==> src/rtl/segment_pkg.sv <==
// rtl/segment_pkg.sv - shared glyph table, sampler states and counter width
package segment_pkg;

  localparam int CNT_W = 4;

  // Active-low glyphs, bit0=a .. bit6=g
  localparam logic [6:0] GLYPH_0 = 7'h40;
  localparam logic [6:0] GLYPH_1 = 7'h79;
  localparam logic [6:0] GLYPH_2 = 7'h24;
  localparam logic [6:0] GLYPH_3 = 7'h30;
  localparam logic [6:0] GLYPH_4 = 7'h19;
  localparam logic [6:0] GLYPH_5 = 7'h12;
  localparam logic [6:0] GLYPH_6 = 7'h02;
  localparam logic [6:0] GLYPH_7 = 7'h78;
  localparam logic [6:0] GLYPH_8 = 7'h00;
  localparam logic [6:0] GLYPH_9 = 7'h18;
  localparam logic [6:0] GLYPH_A = 7'h08;
  localparam logic [6:0] GLYPH_B = 7'h03;
  localparam logic [6:0] GLYPH_C = 7'h46;
  localparam logic [6:0] GLYPH_D = 7'h21;
  localparam logic [6:0] GLYPH_E = 7'h06;
  localparam logic [6:0] GLYPH_F = 7'h0E;

  typedef enum logic [1:0] {
    IDLE   = 2'd0,
    SETTLE = 2'd1,
    HOLD   = 2'd2
  } sampler_state_t;

endpackage

==> src/rtl/segment_pattern_decoder.sv <==
// rtl/segment_pattern_decoder.sv - inverse hex-to-segment table, flags non-glyph patterns
module segment_pattern_decoder
  import segment_pkg::*;
(
  input  logic [6:0] seg_n,
  output logic [3:0] nibble,
  output logic       err
);

  // Map each legal glyph back to its nibble; anything else is nibble 0 with err
  always_comb begin
    nibble = 4'h0;
    err    = 1'b0;
    case (seg_n)
      GLYPH_0: nibble = 4'h0;
      GLYPH_1: nibble = 4'h1;
      GLYPH_2: nibble = 4'h2;
      GLYPH_3: nibble = 4'h3;
      GLYPH_4: nibble = 4'h4;
      GLYPH_5: nibble = 4'h5;
      GLYPH_6: nibble = 4'h6;
      GLYPH_7: nibble = 4'h7;
      GLYPH_8: nibble = 4'h8;
      GLYPH_9: nibble = 4'h9;
      GLYPH_A: nibble = 4'hA;
      GLYPH_B: nibble = 4'hB;
      GLYPH_C: nibble = 4'hC;
      GLYPH_D: nibble = 4'hD;
      GLYPH_E: nibble = 4'hE;
      GLYPH_F: nibble = 4'hF;
      default: err    = 1'b1;
    endcase
  end

endmodule

==> src/rtl/segment_scan_receiver.sv <==
// rtl/segment_scan_receiver.sv - debounces a scanned 7-segment bus and assembles nibble frames
module segment_scan_receiver
  import segment_pkg::*;
#(
  parameter int DIGITS        = 4,
  parameter int STABLE_CYCLES = 3
) (
  input  logic                  clock,
  input  logic                  reset,
  input  logic [6:0]            seg_n,
  input  logic [DIGITS-1:0]     dig_sel,
  output logic [4*DIGITS-1:0]   value,
  output logic [DIGITS-1:0]     digit_err,
  output logic                  frame_valid,
  output logic                  frame_err
);

  localparam logic [CNT_W-1:0] STABLE_CNT = CNT_W'(STABLE_CYCLES);
  localparam logic [CNT_W-1:0] CNT_ONE    = CNT_W'(1);

  // Registered sample and the one before it (for the "unchanged" test)
  logic [6:0]          seg_q;
  logic [DIGITS-1:0]   sel_q;
  logic [6:0]          prev_seg;
  logic [DIGITS-1:0]   prev_sel;

  sampler_state_t      state;
  sampler_state_t      state_n;
  logic [CNT_W-1:0]    cnt;
  logic [CNT_W-1:0]    cnt_n;
  logic                accept;

  logic                one_hot;
  logic                changed;

  logic [3:0]          nib;
  logic                dec_err;

  logic [DIGITS-1:0]   seen;
  logic [4*DIGITS-1:0] shadow_val;
  logic [DIGITS-1:0]   shadow_err;
  logic                frame_done;

  assign one_hot    = $onehot(sel_q);
  assign changed    = ({seg_q, sel_q} != {prev_seg, prev_sel});
  assign frame_done = &seen;

  segment_pattern_decoder u_decoder (
    .seg_n  (seg_q),
    .nibble (nib),
    .err    (dec_err)
  );

  // Input stage: one register on the raw bus, plus a delayed copy for comparison
  always_ff @(posedge clock or posedge reset) begin
    if (reset) begin
      seg_q    <= '0;
      sel_q    <= '0;
      prev_seg <= '0;
      prev_sel <= '0;
    end else begin
      seg_q    <= seg_n;
      sel_q    <= dig_sel;
      prev_seg <= seg_q;
      prev_sel <= sel_q;
    end
  end

  // Sampler state and stability counter registers
  always_ff @(posedge clock or posedge reset) begin
    if (reset) begin
      state <= IDLE;
      cnt   <= '0;
    end else begin
      state <= state_n;
      cnt   <= cnt_n;
    end
  end

  // Next sampler state; an accept always lands in HOLD so a dwell is taken once
  always_comb begin
    state_n = state;
    case (state)
      IDLE: begin
        if (one_hot) state_n = accept ? HOLD : SETTLE;
        else         state_n = IDLE;
      end
      SETTLE: begin
        if (!one_hot)    state_n = IDLE;
        else if (accept) state_n = HOLD;
        else             state_n = SETTLE;
      end
      HOLD: begin
        if (!changed)      state_n = HOLD;
        else if (!one_hot) state_n = IDLE;
        else if (accept)   state_n = HOLD;
        else               state_n = SETTLE;
      end
      default: state_n = IDLE;
    endcase
  end

  // Counter update and accept strobe; accept fires the cycle the count hits the threshold
  always_comb begin
    cnt_n  = cnt;
    accept = 1'b0;
    case (state)
      IDLE: begin
        cnt_n  = one_hot ? CNT_ONE : '0;
        accept = one_hot && (cnt_n == STABLE_CNT);
      end
      SETTLE: begin
        if (!one_hot)     cnt_n = '0;
        else if (changed) cnt_n = CNT_ONE;
        else              cnt_n = cnt + CNT_ONE;
        accept = one_hot && (cnt_n == STABLE_CNT);
      end
      HOLD: begin
        if (changed) begin
          cnt_n  = one_hot ? CNT_ONE : '0;
          accept = one_hot && (cnt_n == STABLE_CNT);
        end
      end
      default: cnt_n = '0;
    endcase
  end

  // Shadow slots: the accepted digit overwrites its slot (last write wins)
  always_ff @(posedge clock or posedge reset) begin
    if (reset) begin
      shadow_val <= '0;
      shadow_err <= '0;
    end else begin
      for (int i = 0; i < DIGITS; i++) begin
        if (accept && sel_q[i]) begin
          shadow_val[4*i +: 4] <= nib;
          shadow_err[i]        <= dec_err;
        end
      end
    end
  end

  // Seen mask: cleared on frame completion, an accept in that same cycle starts the next frame
  always_ff @(posedge clock or posedge reset) begin
    if (reset) begin
      seen <= '0;
    end else begin
      seen <= (frame_done ? '0 : seen) | (accept ? sel_q : '0);
    end
  end

  // Publish a complete frame one cycle after its last accept; outputs hold otherwise
  always_ff @(posedge clock or posedge reset) begin
    if (reset) begin
      value       <= '0;
      digit_err   <= '0;
      frame_err   <= 1'b0;
      frame_valid <= 1'b0;
    end else begin
      frame_valid <= frame_done;
      if (frame_done) begin
        value     <= shadow_val;
        digit_err <= shadow_err;
        frame_err <= |shadow_err;
      end
    end
  end

endmodule

==> config.mk <==
export PLATFORM = sky130hd
export DESIGN_NAME = segment_scan_receiver
export DESIGN_NICKNAME = d
export VERILOG_FILES = /design/src/rtl/segment_pkg.sv /design/src/rtl/segment_pattern_decoder.sv /design/src/rtl/segment_scan_receiver.sv
export SDC_FILE = /design/constraint.sdc
export NUM_CORES = 1
export LEC_CHECK = 0
export BUFFER_PORTS_ARGS = -buffer_cell sky130_fd_sc_hd__buf_2
export CAP_MARGIN = 5
export CORE_MARGIN = 5
export CORE_UTILIZATION = 35
export CTS_BUF_LIST = sky130_fd_sc_hd__clkbuf_8
export CTS_CLUSTER_SIZE = 40
export DETAILED_ROUTE_END_ITERATION = 8
export SYNTH_ARGS = -nofsm -noshare
export SYNTH_HDL_FRONTEND = slang
export SYNTH_SLANG_ARGS = --single-unit
==> constraint.sdc <==
create_clock -name clock -period 3.9 [get_ports clock]
set_input_delay 0.39 -clock clock [delete_from_list [all_inputs] [get_ports clock]]
set_output_delay 0.39 -clock clock [all_outputs]
set_load 0.02 [all_outputs]
After elaboration in Yosys (flattened, before gate mapping) --
Index checks and enable logic that the tools add are counted.
Word-level totals: register bits 74, bits in latches 0, bits in writable memories 0, memory bits (read-only) 0, input port bits 13, output and inout port bits 22, word-level logic and storage cells 74, memories kept 0
Operators by class: $add $sub $neg 4, multiply operators 0, div/mod/pow operators 0, magnitude comparators 0, eq/ne operators 22, shifts and indexed selects 0, muxes and demuxes 16, bitwise logic cells 1, reductions and logical operators 12
Operator list (count):
- 4-bit one-hot mux with 15 select lines | 1
- 7-bit equality test (second input constant) | 4
- 4-bit two-way mux | 6
- 7-bit by 5-bit equality test with 1-bit output (second input constant) | 3
- 7-bit by 6-bit equality test with 1-bit output (second input constant) | 3
- 16-bit OR reduction | 1
- 7-bit by 2-bit equality test with 1-bit output (second input constant) | 2
- 7-bit by 4-bit equality test with 1-bit output (second input constant) | 2
- 4-bit one-hot mux with 3 select lines | 1
- 11-bit inequality test | 1
- 7-bit by 3-bit equality test with 1-bit output (second input constant) | 1
- 7-bit zero test | 1
- 1-bit logical AND | 6
- 2-bit two-way mux | 3
- 1-bit by 1-bit adder with 2-bit output | 2
- 4-bit by 1-bit adder with 4-bit output (second input constant) | 1
- 4-bit by 2-bit equality test with 1-bit output (second input constant) | 1
- 4-bit OR | 1
- 2-bit one-hot mux with 2 select lines | 1
- 4-bit AND reduction | 1
- 4-bit OR reduction | 1
- 2-bit by 2-bit adder with 3-bit output | 1
- 3-bit by 1-bit equality test with 1-bit output (second input constant) | 1
- 1-bit two-way mux | 3
- other kinds (7) | 7

Longest topological paths before layout --
Gate-level depths: netlist of the first run.
depth after elaboration 12, gate-level depth with buffers 10, mapped depth without buffers 10

By module --
A second synthesis of the first run with hierarchy kept.
Second synthesis, totals: cell total of the unflattened synthesis 281, area, all modules 3168.0 µm²
By module, submodules not included:
- segment_scan_receiver | instances 1, cells each 228, area each 2777.7 µm², seq. area each 1851.8 µm²
- segment_pattern_decoder | instances 1, cells each 53, area each 390.4 µm², seq. area each 0.0 µm²

Least setup slack after synthesis of the first run --
No wires, ideal clock.
kind reg-to-reg, start point register sel_q[0], end point register shadow_err[0], library setup time 125 ps, arrival time 2609 ps, data required time 3775 ps, slack 1166 ps, cell stages (with the launch flop) 11, buffers on the path 0, clock period less this slack 2734 ps, cell sequence dfrtp_1 inv_1 fa_1 inv_1 ha_1 ha_1 nor3b_2 nand4_1 nor4_4 nand2_1 mux2_2
On the way: cells in the longest elaborated chain, start to end 9, elaborated cells between the ends (all ways) 15, classes of those cells add/sub: 2; eq/ne: 4; mux: 6; reduce/logical: 3
Ends and longest elaborated chain:
- start, declared | line segment_scan_receiver.sv:23 | logic [DIGITS-1:0] sel_q;
- start signal, assigned | line segment_scan_receiver.sv:63 | sel_q <= dig_sel;
- 1-bit by 1-bit adder with 2-bit output (implied by the code) | line segment_scan_receiver.sv:44 | assign one_hot = $onehot(sel_q);
- 2-bit by 2-bit adder with 3-bit output (implied by the code) | line segment_scan_receiver.sv:44
- 3-bit by 1-bit equality test with 1-bit output | line segment_scan_receiver.sv:44
- 4-bit two-way mux or 1-bit two-way mux (tied branches) | line segment_scan_receiver.sv:113, segment_scan_receiver.sv:109, segment_scan_receiver.sv:120
- 4-bit two-way mux or 1-bit by 2-bit equality test with 1-bit output (tied branches) | line segment_scan_receiver.sv:107, segment_scan_receiver.sv:110, segment_scan_receiver.sv:121
- 4-bit by 2-bit equality test with 1-bit output or 1-bit logical AND (tied branches) | line segment_scan_receiver.sv:116, segment_scan_receiver.sv:110, segment_scan_receiver.sv:121
- 1-bit logical AND or 1-bit two-way mux (tied branches) | line segment_scan_receiver.sv:116, segment_scan_receiver.sv:119
- 1-bit one-hot mux with 3 select lines | line segment_scan_receiver.sv:107 | case (state)
- 1-bit logical AND (*) | line segment_scan_receiver.sv:135 | if (accept && sel_q[i]) begin
- end signal, assigned by index | line segment_scan_receiver.sv:137 | shadow_err[i] <= dec_err;
- end, declared | line segment_scan_receiver.sv:41 | logic [DIGITS-1:0] shadow_err;
Every way passes the cells marked *; elsewhere a longest branch is shown, timed or not. The select of a mux whose other input is x is not followed. A chain may end at the register's enable or synchronous reset.

Worst setup path after layout of the first run --
start point register sel_q[0], end point register shadow_err[2]
On the way: cells in the longest elaborated chain, start to end 9, elaborated cells between the ends (all ways) 15, classes of those cells add/sub: 2; eq/ne: 4; mux: 6; reduce/logical: 3
Ends and longest elaborated chain (line):
- 1-bit by 1-bit adder with 2-bit output (implied by the code) | segment_scan_receiver.sv:44
- 2-bit by 2-bit adder with 3-bit output (implied by the code) | segment_scan_receiver.sv:44
- 3-bit by 1-bit equality test with 1-bit output | segment_scan_receiver.sv:44
- 4-bit two-way mux or 1-bit two-way mux (tied branches) | segment_scan_receiver.sv:113, segment_scan_receiver.sv:109, segment_scan_receiver.sv:120
- 4-bit two-way mux or 1-bit by 2-bit equality test with 1-bit output (tied branches) | segment_scan_receiver.sv:107, segment_scan_receiver.sv:110, segment_scan_receiver.sv:121
- 4-bit by 2-bit equality test with 1-bit output or 1-bit logical AND (tied branches) | segment_scan_receiver.sv:116, segment_scan_receiver.sv:110, segment_scan_receiver.sv:121
- 1-bit logical AND or 1-bit two-way mux (tied branches) | segment_scan_receiver.sv:116, segment_scan_receiver.sv:119
- 1-bit one-hot mux with 3 select lines (*) | segment_scan_receiver.sv:107
- 1-bit logical AND (*) | segment_scan_receiver.sv:135
Marked as above.

==> metrics, run 1 <==
first-pass GRT wire length 10500 um; number of synthesized register bits 74; Die Height 105 um; Post-synth EDFFs 0; Achievable Freq 328 MHz; most frequent cells in the layout nand2_1, dfrtp_1, buf_2; initial core utilization 36.0%; syn avg cell area 10.9 um^2; deepest clock path buffer count 2; Final WS setup 852 ps; share of layout cells above drive strength 1 22.9%; Root Driver clkbuf_8; commonest non-fill, non-tap cell in the layout nand2_1; grt ovf 0; relative slew slack 53.0%; largest net degree at the start of global routing 42; Area Overhead vs Synth 14.6%; final wirelength 6070 um; DR WL met2 2800 um; synth warn 0; TNS Setup 0 ps; Max-Cap Viols 0; routed len/inst 13.9 um; fraction of registers with async set/reset 100%; top_reg_cell synth dfrtp_1; final worst-path cycle share 78.1%; vias 2119; Clock Latency Late Sink 350 ps; metal3 WL 235 um; # IOs 35; CTS H-Tree Depth 3; Resized Gates After CTS 0; syn_nets 305; Final Hold Fails 0; met1 WL 2900 um; routed vias/inst 4.86; register area share after synthesis 59.0%; TritonCTS Buffers 9; top layer in use met4; CTS Hold Bufs 0; top cell type's share of synthesized area 59.0%; 1st-pass router iterations 4; initial antenna violation count 0; Final Max Tran Viols 0; Max Clock Skew 14.5 ps; Rows 34; pre-CTS setup slack 817 ps; vias in the first global route 2093; WS Path Type flip-flop to flip-flop; Synth area leaders dfrtp_1, nand2_1, mux2_2; Power Dens Cells 409 nW/um^2; nets@finish 340; die area 11000 um^2; CTS Sinks 74; IO buf count 34; post-CTS setup repair buffer count 0; core box area 8720 um^2; clock-pin transition on the worst setup and hold timing paths 80 ps; Req. time, crit path 4130 ps; Die W 105 um; Placed Area 3400 um^2; design area 3600 um^2; CP arrival 3280 ps; unrepaired setup endpoints after global routing no; Hold Slack 138 ps; Post-Synthesis Cells 288; Setup crit end kind flip-flop; Final ANT Viol Nets 0; fillers 817; mapped cell area 3140 um^2; library cells used by synthesis 43; Peak supply drop 232 uV; Residual DRC 0; post-DP HPWL 4160 um; leading area contributor after synthesis dfrtp_1; worst slew pin tran 704 ps; static leakage 1.82 nW; CP Launch Type flip-flop; worst-path maximum fanout 6; CTS tree built; total track usage 11.8%; crit path time final 3050 ps; DR iter-0 viols 62; GPL Wtd Cong 0.758; worst hold path class primary input to asynchronous set/reset pin; status finished, final reports clean; Setup Viol. Count Final 0; # diodes 0
-- registers in the layout, indices dropped and copies added, names as in the netlist, 2 cells and up --
name,flops
seg_q,7
shadow_err,4
cnt,4
shadow_val,16
seen,4
digit_err,4
prev_seg,7
sel_q,4
value,16
prev_sel,4
state,2
-- cell type report --
cell class	count	area [um^2]	share of cell area [%]
Sequential cell	74	1850	51.5
Multi-Input combinational cell	193	1190	33.2
Timing Repair Buffer	36	185	5.15
Clock buffer	12	165	4.59
Tap cell	108	135	3.76
Inverter	9	33.8	0.939
Clock inverter	4	32.5	0.904
-- path summary, 6_finish.rpt --
check / cells after the start / to / from / slack [ps]
min in group clock: 1 / seg_q[3] / seg_n[3] / 140
max in group asynchronous: 3 / prev_sel[0] / reset / 2780
worst min register to register: 0 / prev_sel[0] / sel_q[0] / 440
worst max-delay path: 10 / shadow_err[2] / sel_q[0] / 850
worst max register to register: 10 / shadow_err[2] / sel_q[0] / 850
worst min-delay path: 2 / frame_err / reset / 140
-- report_power, final --
group / switching [mW] / total, mW / internal, mW / leakage [nW]
sequential: 0.0251 / 0.807 / 0.782 / 0.982
clock: 0.289 / 0.575 / 0.286 / 0.0952
combinational: 0.0513 / 0.0885 / 0.0372 / 0.741
total: 0.365 / 1.47 / 1.11 / 1.82
-- cells in the mapped netlist, types with 2 or more instances --
| master | n |
|---|---|
| a21oi_1 | 3 |
| buf_2 | 6 |
| clkbuf_1 | 5 |
| dfrtp_1 | 74 |
| ha_1 | 3 |
| inv_1 | 9 |
| mux2_2 | 20 |
| nand2_1 | 85 |
| nand3_1 | 5 |
| nand4_1 | 8 |
| nor2_1 | 7 |
| nor2b_1 | 2 |
| nor3_1 | 2 |
| nor3b_1 | 4 |
| nor4_1 | 3 |
| nor4bb_1 | 2 |
| o21ai_0 | 6 |
| o31ai_1 | 2 |
| or3_1 | 4 |
| xnor2_1 | 15 |
-- through the flow --
stage | cells | total power, mW | utilization (%)
4_1_cts | 436 | 1.49 | 41.3
3_3_place_gp | 420 | 0.910 | 39.0
3_5_place_dp | 420 | 0.912 | 39.0
6_report | 436 | 1.47 | 41.3
2_1_floorplan | 288 | 0.887 | -
5_1_grt | 436 | 1.53 | 41.3
-- cells by family after synthesis --
group	Yosys count	synth area share [%]
DFF	74	59.0
AOI/OAI and AO/OA	23	5.02
buffers and inverters	21	2.99
xor gates and xnor gates	15	4.18
muxes	20	7.17
and+or+nand+nor	131	19.8
adders and majority gates	4	1.83
-- critical path: stages, from the launching register on --
cell and delay [ps]:
dfrtp_1 390, inv_1 80, fa_1 530, inv_1 40, ha_1 170, ha_1 300
nor3b_2 290, nand4_1 220, nor4_4 290, nand2_1 280, mux2_2 330
-- layer usage --
layer	vias to the layer above	track usage, %
met5	-	0
met4	0	6.03
met3	9	3.39
met2	37	17.7
met1	1024	15.7
li1	1049	-
Note: power is estimated with default switching activity, not from simulation.
==> run 2: changes to the inputs <==
--- a/config.mk
+++ b/config.mk
@@ -5,6 +5,7 @@
 export SDC_FILE = /design/constraint.sdc
 export NUM_CORES = 1
 export LEC_CHECK = 0
+export ABC_AREA = 1
 export BUFFER_PORTS_ARGS = -buffer_cell sky130_fd_sc_hd__buf_2
 export CAP_MARGIN = 5
 export CORE_MARGIN = 5
==> constraint.sdc (replaced) <==
create_clock -name clock -period 2.6 [get_ports clock]
set_input_delay 0.26 -clock clock [delete_from_list [all_inputs] [get_ports clock]]
set_output_delay 0.26 -clock clock [all_outputs]
set_load 0.02 [all_outputs]
==> metrics, run 2 <==
hold_sp seg_n[5]; Setup crit end kind flip-flop (unchanged); crit path time final 2610 ps (was 3050 ps); vias in the first global route 2498 (was 2093); CTS tree built (unchanged); post-DP HPWL 4750 um (was 4160 um); static leakage 2.24 nW (was 1.82 nW); routed len/inst 11.8 um (was 13.9 um); reg2reg end shadow_val[9] (was shadow_err[2]); top_reg_cell synth dfrtp_1 (unchanged); Setup Viol. Count Final 1 (was 0); Final WS setup -9.34 ps (was 852 ps); Reg area 1850 um^2 (unchanged); Post-Synthesis Cells 390 (was 288); Final Core Density 43.2% (was 41.3%); relative slew slack 59.4% (was 53.0%); R2R setup slack -9 ps (was 850 ps); initial core utilization 35.5% (was 36.0%); # diodes 0 (unchanged); Clock Latency Late Sink 350 ps (about the same); routed vias/inst 4.59 (was 4.86); crit-path leading delay family adder cells (was simple AND/OR/NAND/NOR gates); die area 11300 um^2 (was 11000 um^2); # IOs 35 (unchanged); DR iter-0 viols 74 (was 62); GPL Wtd Cong 0.819 (was 0.758); first-pass GRT wire length 11400 um (was 10500 um); Worst path slowest cell fa_1 (unchanged); CP Launch Type flip-flop (unchanged); mapped cell area 3250 um^2 (was 3140 um^2); nets@finish 463 (was 340); crit path cell chain inv_2 -> fa_1 -> inv_1 -> ha_2 -> ha_4 -> nand3b_1 -> buf_4 -> nor2_4 -> nor2_2 -> nand2_2 -> nor2_4 -> buf_4 -> nand3_1 -> nand2_1 (was inv_1 -> fa_1 -> inv_1 -> ha_1 -> ha_1 -> nor3b_2 -> nand4_1 -> nor4_4 -> nand2_1 -> mux2_2); Achievable Freq 383 MHz (was 328 MHz); status finished, violations left (was finished, final reports clean); Post-synth top cells nand2_1, dfrtp_1, inv_1, nand3_1, nor2_1 (was nand2_1, dfrtp_1, mux2_2, xnor2_1, inv_1); largest net degree at the start of global routing 49 (was 42); reg-to-reg critical path startpoint sel_q[0] (unchanged); number of synthesized register bits 74 (unchanged); final wirelength 6630 um (was 6070 um); post-route insts no fill 562 (was 436); Largest regs shadow_val x16, value x16 (unchanged); vias 2582 (was 2119); core box area 9150 um^2 (was 8720 um^2); Max-Cap Viols 0 (unchanged); violated checks setup timing; commonest non-fill, non-tap cell in the layout nand2_1 (unchanged); Die W 106 um (was 105 um); Final Hold Fails 0 (unchanged); Area Overhead vs Synth 21.8% (was 14.6%); CTS H-Tree Depth 3 (unchanged); Root Driver clkbuf_8 (unchanged); synth warn 0 (unchanged); 1st-pass router iterations 4 (unchanged); Cells after DPL 538 (was 420); Req. time, crit path 2890 ps (was 4130 ps); hold path cells 1; worst reg2reg path depth 14 (was 10); most numerous cell in the Yosys netlist nand2_1 (unchanged); fillers 898 (was 817); Final ANT Viol Nets 0 (unchanged); grt ovf 0 (unchanged); library cells used by synthesis 25 (was 43); initial antenna violation count 0 (unchanged); worst hold path class primary input to flip-flop (was primary input to asynchronous set/reset pin); Peak supply drop 352 uV (was 232 uV); worst-path maximum fanout 7 (was 6); deepest clock path buffer count 2 (unchanged); Final Max Tran Viols 0 (unchanged); syn_nets 407 (was 305); leading area contributor after synthesis dfrtp_1 (unchanged); final worst-path cycle share 100% (was 78.1%); fraction of registers with async set/reset 100% (unchanged); end of the worst hold path seg_q[5]; worst slew pin tran 609 ps (was 704 ps); IO buf count 34 (unchanged); Rows 35 (was 34); most frequent cells in the layout nand2_1, dfrtp_1, buf_2 (unchanged); Max Clock Skew 11.6 ps (was 14.5 ps); WS Path Type flip-flop to flip-flop (unchanged); top cell type's share of synthesized area 57.0% (was 59.0%); CP max stage delay 520 ps (was 530 ps); Residual DRC 0 (unchanged); worst path bufs/invs 4 (was 2); clock-pin transition on the worst setup and hold timing paths 90 ps (was 80 ps); unrepaired setup endpoints after global routing yes (was no); Die Height 106 um (was 105 um); TritonCTS Buffers 9 (unchanged); syn avg cell area 8.33 um^2 (was 10.9 um^2); Synth area leaders dfrtp_1, nand2_1, nand3_1 (was dfrtp_1, nand2_1, mux2_2); Multi-input gate area 1270 um^2 (was 1190 um^2); Power Dens Cells 582 nW/um^2 (was 409 nW/um^2); Post-synth EDFFs 0 (unchanged); share of layout cells above drive strength 1 19.5% (was 22.9%); total track usage 12.5% (was 11.8%); CTS Sinks 74 (unchanged); CP arrival 2900 ps (was 3280 ps); register area share after synthesis 57.0% (was 59.0%)
## run 2: changes by cell type in the layout (fill, tap and decap cells not counted), moves of 5 or more
cell | previous run | this run
nor2_1 | 7 | 27
xnor2_1 | 15 | 5
buf_4 | 2 | 15
nand3_1 | 5 | 30
inv_1 | 8 | 29
mux2_2 | 20 | 0
nand2_2 | 0 | 6
dlygate4sd3_1 | 0 | 5
nand2_1 | 85 | 164
## run 2: how the worst max path moves through the flow
stage	startpoint	endpoint	slack (ps)	cells past startpoint
global route	sel_q[0]	shadow_val[10]	-140	14
finish	sel_q[0]	shadow_val[9]	-9	14
detailed placement	sel_q[0]	shadow_val[8]	-70	12
floorplan	sel_q[0]	shadow_val[0]	50	13
global placement	sel_q[0]	shadow_val[9]	-30	12
CTS	sel_q[0]	shadow_val[4]	-7	12
## run 2: power breakdown
group	switching [mW]	internal [mW]
sequential	0.0263	1.17
clock	0.468	0.461
combinational	0.105	0.0677
total	0.599	1.70
## run 2: per-layer routing
metal  vias to the layer above  GRT usage, %  share of wire, %
met5                         -             0                 0
met4                         0          4.72              0.80
met3                         4          3.34               4.6
met2                        48          20.0                47
met1                      1196          16.3                47
li1                       1334             -                 -
## run 2: layout make-up
type                            instances  share of cell area, %
Multi-Input combinational cell        272                   32.2
Inverter                               34                   3.23
Clock inverter                          7                   2.15
Sequential cell                        74                   46.8
Tap cell                              111                   3.51
Timing Repair Buffer                   55                   8.92
Clock buffer                            9                   3.13
## run 2: worst reg2reg max path: stages (launching register included)
cell	delay, ps
dfrtp_1	360
inv_2	50
fa_1	520
inv_1	40
ha_2	170
ha_4	250
nand3b_1	180
buf_4	160
nor2_4	30
nor2_2	100
nand2_2	100
nor2_4	230
buf_4	190
nand3_1	90
nand2_1	80
## run 2: repair_timing
item	in CTS	in global routing
hold buffers	5	0
resized for setup	3	13
setup buffers	0	2
endpoints found under the setup margin	21	24
pin swaps	1	4
gates cloned	1	0
endpoints found under the hold margin	30	0
## run 2: stage by stage
| stage | hold WS [ps] | setup TNS, ps | cell area [um^2] | power [mW] | setup slack [ps] |
|---|---|---|---|---|---|
| detailed placement | 369 | -820 | 3620 | 1.37 | -69.5 |
| global route | 4.76 | -2210 | 3960 | 2.42 | -139 |
| finish | 17.7 | -9.34 | 3960 | 2.30 | -9.34 |
| global placement | 361 | -167 | 3620 | 1.36 | -32.9 |
| CTS | 0.595 | -16.0 | 3890 | 2.32 | -6.62 |
| floorplan | 291 | 0 | 3250 | 1.32 | 52.5 |
## run 2: logic make-up after synthesis
| logic type | Yosys count | synth area share [%] |
|---|---|---|
| xor gates and xnor gates | 7 | 1.89 |
| AOI/OAI and AO/OA | 15 | 2.35 |
| and+or+nand+nor | 245 | 31.0 |
| DFF | 74 | 57.0 |
| adders and majority gates | 4 | 1.77 |
| buffers and inverters | 45 | 6.01 |
